`config.mk`:
```
export PLATFORM = sky130hd
export DESIGN_NAME = cv32e40p_error_manager
export DESIGN_NICKNAME = d
export VERILOG_FILES = /design/src/rtl/cv32e40p_error_manager.sv
export SDC_FILE = /design/constraint.sdc
export NUM_CORES = 1
export LEC_CHECK = 0
export BUFFER_PORTS_ARGS = -buffer_cell sky130_fd_sc_hd__buf_2
export CORE_MARGIN = 5
export CORE_UTILIZATION = 23
export CTS_CLUSTER_DIAMETER = 120
export DETAILED_ROUTE_END_ITERATION = 10
export PLACE_DENSITY = 0.44
export SYNTH_ARGS = -nofsm -noshare
export SYNTH_HDL_FRONTEND = slang
export SYNTH_SLANG_ARGS = --single-unit
export TNS_END_PERCENT = 5
```
`constraint.sdc`:
```
create_clock -name clk_i -period 3.2 [get_ports clk_i]
set_input_delay 0.16 -clock clk_i [delete_from_list [all_inputs] [get_ports clk_i]]
set_output_delay 0.16 -clock clk_i [all_outputs]
set_load 0.03 [all_outputs]
```
`src/rtl/cv32e40p_error_manager.sv`:
```
// ============================================================================
// Module   : cv32e40p_error_manager
// Brief    : Collects masked fault-detector flags, raises a fault interrupt,
//            and enforces a quiet holdoff period after the acknowledge.
// Revision : 1.0
// ============================================================================
`default_nettype none

module cv32e40p_error_manager #(
    parameter int NUM_ERR        = 48,
    parameter int CNT_W          = 8,
    parameter int HOLDOFF_CYCLES = 16
) (
    input  logic                       clk_i,
    input  logic                       rst_i,
    input  logic [NUM_ERR-1:0]         err_i,
    input  logic [NUM_ERR-1:0]         err_mask_i,
    input  logic                       clear_i,
    input  logic                       irq_ack_i,
    output logic                       irq_o,
    output logic                       busy_o,
    output logic [NUM_ERR-1:0]         err_status_o,
    output logic [$clog2(NUM_ERR)-1:0] first_err_id_o,
    output logic [CNT_W-1:0]           err_count_o,
    output logic                       overflow_o
);

    localparam int             ID_W           = $clog2(NUM_ERR);
    localparam logic [7:0]     C_HOLDOFF_LOAD = 8'(HOLDOFF_CYCLES - 1);
    localparam logic [CNT_W-1:0] C_CNT_MAX    = '1;

    typedef enum logic [1:0] {
        ST_IDLE    = 2'd0,
        ST_NOTIFY  = 2'd1,
        ST_HOLDOFF = 2'd2
    } state_t;

    state_t            r_state,  w_state_next;
    logic [7:0]        r_timer,  w_timer_next;
    logic              r_irq,    w_irq_next;
    logic              r_busy,   w_busy_next;
    logic [NUM_ERR-1:0] r_status, w_status_next;
    logic [ID_W-1:0]   r_first_id, w_first_id_next;
    logic [CNT_W-1:0]  r_count,  w_count_next;
    logic              r_ovf,    w_ovf_next;

    logic [NUM_ERR-1:0] w_act;
    logic               w_any_err;
    logic               w_capture;
    logic               w_late_err;
    logic [ID_W-1:0]    w_low_id;

    assign w_act      = err_i & ~err_mask_i;
    assign w_any_err  = |w_act;
    assign w_capture  = (r_state == ST_IDLE) && w_any_err;
    assign w_late_err = (r_state != ST_IDLE) && w_any_err;

    // Scan downward so the lowest set index is the last one written.
    always_comb begin
        w_low_id = '0;
        for (int i = NUM_ERR - 1; i >= 0; i--) begin
            if (w_act[i]) begin
                w_low_id = ID_W'(i);
            end
        end
    end

    always_comb begin
        w_state_next = r_state;
        w_timer_next = r_timer;
        case (r_state)
            ST_IDLE: begin
                if (w_any_err) begin
                    w_state_next = ST_NOTIFY;
                end
            end
            ST_NOTIFY: begin
                if (irq_ack_i) begin
                    w_state_next = ST_HOLDOFF;
                    w_timer_next = C_HOLDOFF_LOAD;
                end
            end
            ST_HOLDOFF: begin
                if (r_timer == 8'd0) begin
                    w_state_next = ST_IDLE;
                end else begin
                    w_timer_next = r_timer - 8'd1;
                end
            end
            default: begin
                w_state_next = ST_IDLE;
                w_timer_next = 8'd0;
            end
        endcase

        // irq drops on the acknowledging edge and rises one edge after capture.
        w_irq_next  = (r_state == ST_NOTIFY) && (w_state_next == ST_NOTIFY);
        w_busy_next = (w_state_next != ST_IDLE);

        w_status_next = (clear_i ? '0 : r_status) | w_act;

        if (clear_i) begin
            w_count_next    = w_capture ? CNT_W'(1) : '0;
            w_first_id_next = w_capture ? w_low_id : '0;
            w_ovf_next      = w_late_err;
        end else begin
            w_count_next    = r_count;
            w_first_id_next = r_first_id;
            w_ovf_next      = r_ovf | w_late_err;
            if (w_capture) begin
                w_first_id_next = w_low_id;
                if (r_count != C_CNT_MAX) begin
                    w_count_next = r_count + CNT_W'(1);
                end
            end
        end
    end

    always_ff @(posedge clk_i) begin
        if (rst_i) begin
            r_state    <= ST_IDLE;
            r_timer    <= 8'd0;
            r_irq      <= 1'b0;
            r_busy     <= 1'b0;
            r_status   <= '0;
            r_first_id <= '0;
            r_count    <= '0;
            r_ovf      <= 1'b0;
        end else begin
            r_state    <= w_state_next;
            r_timer    <= w_timer_next;
            r_irq      <= w_irq_next;
            r_busy     <= w_busy_next;
            r_status   <= w_status_next;
            r_first_id <= w_first_id_next;
            r_count    <= w_count_next;
            r_ovf      <= w_ovf_next;
        end
    end

    assign irq_o          = r_irq;
    assign busy_o         = r_busy;
    assign err_status_o   = r_status;
    assign first_err_id_o = r_first_id;
    assign err_count_o    = r_count;
    assign overflow_o     = r_ovf;

endmodule

`default_nettype wire

```
# Word level (Yosys, flattened, before mapping)
# Index checks and enable logic that the tools add are counted.
# word_totals
ff_bits	75
inputBits	100
output_inout_bits	65
wordCells	97
# op_classes
addsub	2
n_eq_ne	6
n_mux	64
bitwise_logic	5
n_reduce_logical	12
# op_table
operator	count
2-to-1 mux 6 bit	51
bitwise AND 48 bit	1
2-to-1 mux 48 bit	1
inverter 48 bit	1
OR 48 bit	1
OR reduction 48 bit	1
2-to-1 mux 8 bit	5
one-hot mux 8 bit (3 select lines)	1
adder 8 x 1 -> 8 bit, second input constant	1
zero test 8 bit	1
!= test 8 bit, second input constant	1
nonzero test 2 bit	4
subtractor 8 x 1 -> 8 bit, second input constant	1
2-to-1 mux 2 bit	3
one-hot mux 2 bit (3 select lines)	1
== test 2 x 1 -> 1 bit, second input constant	2
!= test 2 bit, second input constant	2
logical AND 1 bit	3
AND reduction 3 bit	1
== test 2 bit, second input constant	1
zero test 2 bit	1
2-to-1 mux 1 bit	2
AND reduction 2 bit	1
inverter 1 bit	1
OR 1 bit	1

# Logic depth before layout (Yosys ltp)
# Gate-level depths: netlist of run 1.
# depth
depth_word	52
mapped_depth	9
depth_no_buf	9

# Least setup slack after synthesis of run 1
# OpenSTA, ideal clock, no wires.
# synth_path
path_kind	input -> register
startpoint	in err_i[26]
endpoint	reg r_count[7], in the netlist err_count_o[7]
setup_ps	124
arrival_ps	1809
required_ps	3076
setup_slack_ps	1266
path_stages	8
n_path_buf	1
cell_sequence	or2b_2 > nand4_2 > or4b_1 > buf_2 > o311ai_4 > nor3_1 > xnor2_1 > nor2_1
# synth_between
elab_chain_len	5
# synth_rtl
item	line	rtl
start, declared	16	input logic [NUM_ERR-1:0] err_i,
bitwise AND 48 bit	53	assign w_act = err_i & ~err_mask_i;
OR reduction 48 bit	54	assign w_any_err = |w_act;
logical AND 1 bit	55	assign w_capture = (r_state == ST_IDLE) && w_any_err;
nonzero test 2 bit (no line)	n/a	
AND reduction 2 bit (no line)	n/a	
end signal, assigned	136	r_count <= w_count_next;
end, declared	44	logic [CNT_W-1:0] r_count, w_count_next;
# No other way between the ends.
# A chain may end at the register's enable or synchronous reset.

# Worst setup path in the final report of run 1
# layout_path
startpoint	in err_mask_i[30]
endpoint	reg r_busy, in the netlist busy_o
# layout_between
elab_chain_len	6
# layout_rtl
item	line	rtl
start, declared	17	input logic [NUM_ERR-1:0] err_mask_i,
inverter 48 bit	53	
bitwise AND 48 bit	53	
OR reduction 48 bit	54	
2-to-1 mux 2 bit	73	if (w_any_err) begin
one-hot mux 2 bit (3 select lines)	71	case (r_state)
nonzero test 2 bit	98	w_busy_next = (w_state_next != ST_IDLE);
end signal, assigned	133	r_busy <= w_busy_next;
end, declared	41	logic r_busy, w_busy_next;
# No other way between the ends.

==> impl_metrics.py, run 1 <==
metrics = {
    "sta": {
        "worst_clock_skew_ns": 0.00359,
        "whs_ns": 0.132,
        "tightest_slew_ns": 0.919,
        "slew_headroom_pct": 38.6,
        "max_freq_mhz": 491,
        "rsz0062_at_grt": "false",
        "worst_slack_ns": 1.16,
        "min_period_ns": 2.04,
        "finalHoldViolations": 0,
        "setup_viol": 0,
        "period_share_pct": 63.6,
        "tns_ns": 0,
        "report.final.slew_viol_count": 0,
    },
    "global_route": {
        "grt_max_degree": 54,
        "grt_pass1_vias": 3681,
        "grt_pass1_wl_um": 18900,
        "antenna_found_initial": 0,
        "gr-total-overflow": 0,
        "track_usage_pct": 13.0,
    },
    "clock_tree": {
        "clock_latency_ns": 0.34,
        "htreeDepth": 3,
        "tritoncts": "built",
        "clock-root-buffer": "clkbuf_16",
        "postCtsHoldBufs": 0,
        "cts-buffers-inserted": 9,
        "clock_path_buffers": 2,
        "post_cts_buffers": 0,
        "cts.sinks": 75,
        "clk_pin_slew_ns": 0.06,
        "cts_resized": 0,
    },
    "cells_and_area": {
        "antenna_cells": 0,
        "finalInstanceArea_um2": 5030,
        "utilization_pct": 31.9,
        "area_delta_synth_final_pct": 37.6,
        "final_cells": 846,
        "fin_nets": 732,
        "drive_above_1_share_pct": 31.6,
    },
    "floorplanning": {
        "die_area_um2": 18500,
        "core-area_um2": 15800,
        "row_count": 46,
        "ios": 165,
        "start_util_pct": 23.2,
        "die_h_um": 136,
        "die-width_um": 136,
    },
    "detailed_routing": {
        "firstDrtPassIters": 4,
        "dr_total_vias": 3781,
        "detail_route.wirelength_um": 12200,
        "drc": 0,
        "wl_per_cell_um": 14.4,
        "post_drt_via_cell_ratio": 4.47,
        "drt_iter0_drc": 166,
        "antenna_left": 0,
    },
    "critical_path": {
        "arrival_ns": 2.32,
        "r2r_start": "r_state[0]",
        "critPathLaunch": "err_mask_i[30]",
        "crit_type": "input pin to flip-flop",
        "start_kind": "input pin",
        "crit_path_end": "busy_o",
        "r2r_cells": 9,
        "r2r_setup_slack_ns": 1.18,
        "r2r-end": "r_timer[7]",
        "endpoint_kind": "flip-flop",
        "cp.required_ns": 3.48,
        "crit_fanout": 5,
    },
    "logic_synthesis": {
        "syn-cell-area_um2": 3660,
        "synth_common_cells": "a21oi_1 (76), dfxtp_1 (75), nand2_1 (68), nand2b_1 (42), nor2_1 (26)",
        "synth_top_area_share_pct": 41.0,
        "yosysWarningCount": 0,
        "yosysTopAreaCell": "dfxtp_1",
        "synth.distinct_cells": 49,
        "async_reset_ff_share_pct": 0,
        "synthFlopType": "dfxtp_1",
        "yosysMostFrequentCell": "a21oi_1",
        "syn_area_per_cell_um2": 7.88,
        "synth_area_leaders": "dfxtp_1 (41%), a21oi_1 (10%), nand2b_1 (7.2%)",
        "seq_area_frac_synth_pct": 41.0,
        "ys_seq_elements": 75,
        "synth_edf_count": 0,
        "synth.net_count": 571,
        "synthesis.instances": 464,
    },
    "pwr": {
        "ir_worst_vdd_mv": 0.278,
        "p_per_area_nw_per_um2": 528,
        "leakage_nw": 2.25,
        "power.total_mw": 2.66,
    },
    "place": {
        "portBuffers": 164,
        "dp.cells": 830,
        "placed_cell_area_um2": 4700,
        "post-place-ws_ns": 0.794,
        "globalplace.congestion": 0.760,
        "post-dp-hpwl_um": 9620,
    },
    "status": {
        "status": "completed",
    },
    "flow_run": {
        "drv_cap": 0,
    },
    "hold_path": {
        "min_path_type": "input pin to flip-flop",
    },
}
[worst min path at each step]
stage	cells past startpoint	slack [ns]	from	end
4_1_cts	3	0.12	err_i[29]	err_status_o[29]
5_1_grt	3	0.14	err_i[19]	err_status_o[19]
3_3_place_gp	2	0.45	err_status_o[47]	err_status_o[47]
2_1_floorplan	2	0.33	err_i[19]	err_status_o[19]
6_report	3	0.13	err_i[29]	err_status_o[29]
3_5_place_dp	2	0.46	err_status_o[27]	err_status_o[27]
[sequential cells by signal, summed over array words and instances, names as in the netlist]
name            count
overflow_o          1
err_status_o       48
first_err_id_o      6
irq_o               1
r_timer             8
r_state             2
busy_o              1
err_count_o         8
[cell type report]
cell class / count / area [um2]
Multi-Input combinational cell: 356 / 2030
Sequential cell: 75 / 1500
Fill cell: 1767 / 10700
Clock inverter: 4 / 72.6
Inverter: 16 / 60.1
Timing Repair Buffer: 167 / 843
Tap cell: 216 / 270
Clock buffer: 12 / 256
[placed cells by master, fill, tap and decap left out, drive strengths merged, types with 3 or more instances in the layout]
cell type  count
and4           6
clkbuf        12
xnor2          5
nor3b          3
xor2           3
buf          167
or3            4
nand2b        48
nand4         13
a31oi          6
nand2         68
o21ai         20
inv           16
nor4           4
nand3         15
nor2b          7
dfxtp         75
nor3          13
a21oi         76
ha             7
nor2          26
[routing by layer]
metal	GRT usage [%]	vias to the layer above	part of all wire, %
met2	20.0	110	46
met5	0	-	0
met1	17.0	1711	46
li1	-	1950	-
met4	4.70	0	1.1
met3	4.11	10	7.3
[cells by family after synthesis]
family | Yosys count | synth area share (%)
adders and majority gates | 7 | 2.39
xor gates and xnor gates | 8 | 1.92
DFF | 75 | 41.0
buffers and inverters | 33 | 3.49
AOI/OAI and AO/OA | 118 | 18.4
and+or+nand+nor | 222 | 32.5
muxes | 1 | 0.274
[critical path, cell delays in order]
cell and delay, ns:
buf_2 0.07, nand2b_1 0.17, nand4_1 0.21, or4b_1 0.68
nor3_1 0.42, nand2_1 0.11, a2111o_1 0.40, nand2_1 0.09
[power by group]
group / leakage (nW) / internal [mW] / switching, mW
sequential: 0.616 / 0.990 / 0.0370
clock: 0.159 / 0.724 / 0.397
combinational: 1.48 / 0.191 / 0.316
total: 2.25 / 1.91 / 0.750
(Power assumes the default switching activity.)
==> run 2, diff against run 1 <==
PLACE_DENSITY = 0.46   (was 0.44)
clock period = 1.6 ns   (was 3.2 ns; I/O delays follow)
==> impl_metrics.py, run 2 (same netlist as run 1, synthesis figures left out) <==
metrics = {
    "detailed_routing": {
        "dr_total_vias": 4240,
        "detail_route.wirelength_um": 13100,
        "antenna_left": 0,
        "wl_per_cell_um": 13.8,
        "post_drt_via_cell_ratio": 4.47,
        "drt_iter0_drc": 250,
        "drc": 0,
        "firstDrtPassIters": 4,
    },
    "critical_path": {
        "critPathLaunch": "r_state[0]",
        "crit_fanout": 8,
        "crit_path_end": "r_timer[7]",
        "r2r_setup_slack_ns": -0.07,
        "endpoint_kind": "flip-flop",
        "r2r_cells": 9,
        "arrival_ns": 1.91,
        "r2r-end": "r_timer[7]",
        "r2r_start": "r_state[0]",
        "cp.required_ns": 1.83,
        "start_kind": "flip-flop",
        "crit_type": "flip-flop to flip-flop",
    },
    "global_route": {
        "track_usage_pct": 14.2,
        "gr-total-overflow": 0,
        "grt_pass1_vias": 4257,
        "antenna_found_initial": 0,
        "grt_pass1_wl_um": 20900,
        "grt_max_degree": 36,
    },
    "sta": {
        "worst_clock_skew_ns": 0.00785,
        "worst_slack_ns": -0.0744,
        "tightest_slew_ns": 0.423,
        "slew_headroom_pct": 71.6,
        "tns_ns": -0.271,
        "period_share_pct": 105,
        "report.final.slew_viol_count": 0,
        "rsz0062_at_grt": "true",
        "max_freq_mhz": 597,
        "setup_viol": 8,
        "min_period_ns": 1.67,
        "finalHoldViolations": 0,
    },
    "floorplanning": {
        "row_count": 46,
        "die-width_um": 136,
        "ios": 165,
        "die_h_um": 136,
        "die_area_um2": 18500,
        "start_util_pct": 23.2,
        "core-area_um2": 15800,
    },
    "pwr": {
        "power.total_mw": 5.57,
        "ir_worst_vdd_mv": 0.502,
        "leakage_nw": 2.80,
        "p_per_area_nw_per_um2": 932,
    },
    "clock_tree": {
        "cts-buffers-inserted": 9,
        "cts.sinks": 75,
        "tritoncts": "built",
        "postCtsHoldBufs": 0,
        "clock_path_buffers": 2,
        "clk_pin_slew_ns": 0.06,
        "clock-root-buffer": "clkbuf_16",
        "clock_latency_ns": 0.34,
        "htreeDepth": 3,
    },
    "cells_and_area": {
        "final_common_cell": "buf_2",
        "final_cell_mix": "buf_2 (164), buf_4 (101), a21oi_1 (73)",
        "area_delta_synth_final_pct": 63.4,
        "nFillCells": 1718,
        "antenna_cells": 0,
        "fin_nets": 834,
        "largest_reg_flops": 48,
        "drive_above_1_share_pct": 45.4,
    },
    "flow_run": {
        "drv_cap": 0,
    },
    "place": {
        "portBuffers": 164,
        "post-dp-hpwl_um": 10700,
        "globalplace.congestion": 0.800,
    },
    "status": {
        "status": "complete, but fails checks",
        "violations": "negative setup slack",
    },
    "hold_path": {
        "min_path_type": "input pin to flip-flop",
    },
}
==> run 2: cell type report <==
type,instances,area (um2),share of cell area [%]
flip-flops and latches,75,1510,25.2
clock inverters,4,47.5,0.795
inverters,16,60.1,1.00
repair buffers,269,1630,27.3
clock buffers,12,267,4.46
well taps,216,270,4.52
multi-input cells,356,2190,36.7
==> run 2: report_power, final <==
group	leakage (nW)	internal [mW]	switching (mW)
combinational	2.02	0.654	0.734
sequential	0.617	1.98	0.0700
clock	0.155	1.33	0.801
total	2.80	3.97	1.60
==> run 2: timing repair <==
action,4_1_cts,5_1_grt
buffers inserted,7,0
setup endpoints to repair,24,26
pin swaps,9,9
gates cloned,0,0
gates resized for setup,20,13
==> run 2: worst max-delay path, stage by stage, from the launching register on <==
cell	delay, ns
dfxtp_2	0.35
inv_1	0.07
ha_2	0.21
a21oi_4	0.14
o21ai_2	0.07
buf_6	0.13
nand4b_1	0.20
nor3_2	0.21
xnor2_1	0.13
nor2_1	0.05
==> run 2: metrics by stage <==
step | util [%] | hold WS, ns | instance area [um2] | instances | worst slack (ns)
3_3_place_gp | 34.8 | 0.417 | 5480 | 925 | -0.430
4_1_cts | 37.5 | 0.0635 | 5920 | 948 | -0.0851
2_1_floorplan | - | 0.237 | 3720 | 464 | -0.224
6_report | 37.9 | 0.0788 | 5980 | 948 | -0.0744
5_1_grt | 37.9 | 0.0761 | 5980 | 948 | -0.204
3_5_place_dp | 34.8 | 0.421 | 5480 | 925 | -0.447
==> run 2: worst min-delay path by stage <==
stage,from,end,cells past startpoint
2_1_floorplan,err_i[30],err_status_o[30],2
3_3_place_gp,err_mask_i[39],err_status_o[39],4
3_5_place_dp,rst_i,overflow_o,2
4_1_cts,rst_i,r_timer[0],2
5_1_grt,err_mask_i[39],err_status_o[39],4
6_report,err_mask_i[9],err_status_o[9],4
==> run 2: per-layer routing <==
metal  track usage (%)  routed length, um
met5                 0                  0
met4              5.60                263
met3              3.63                695
met2              23.5               6330
met1              17.8               5810
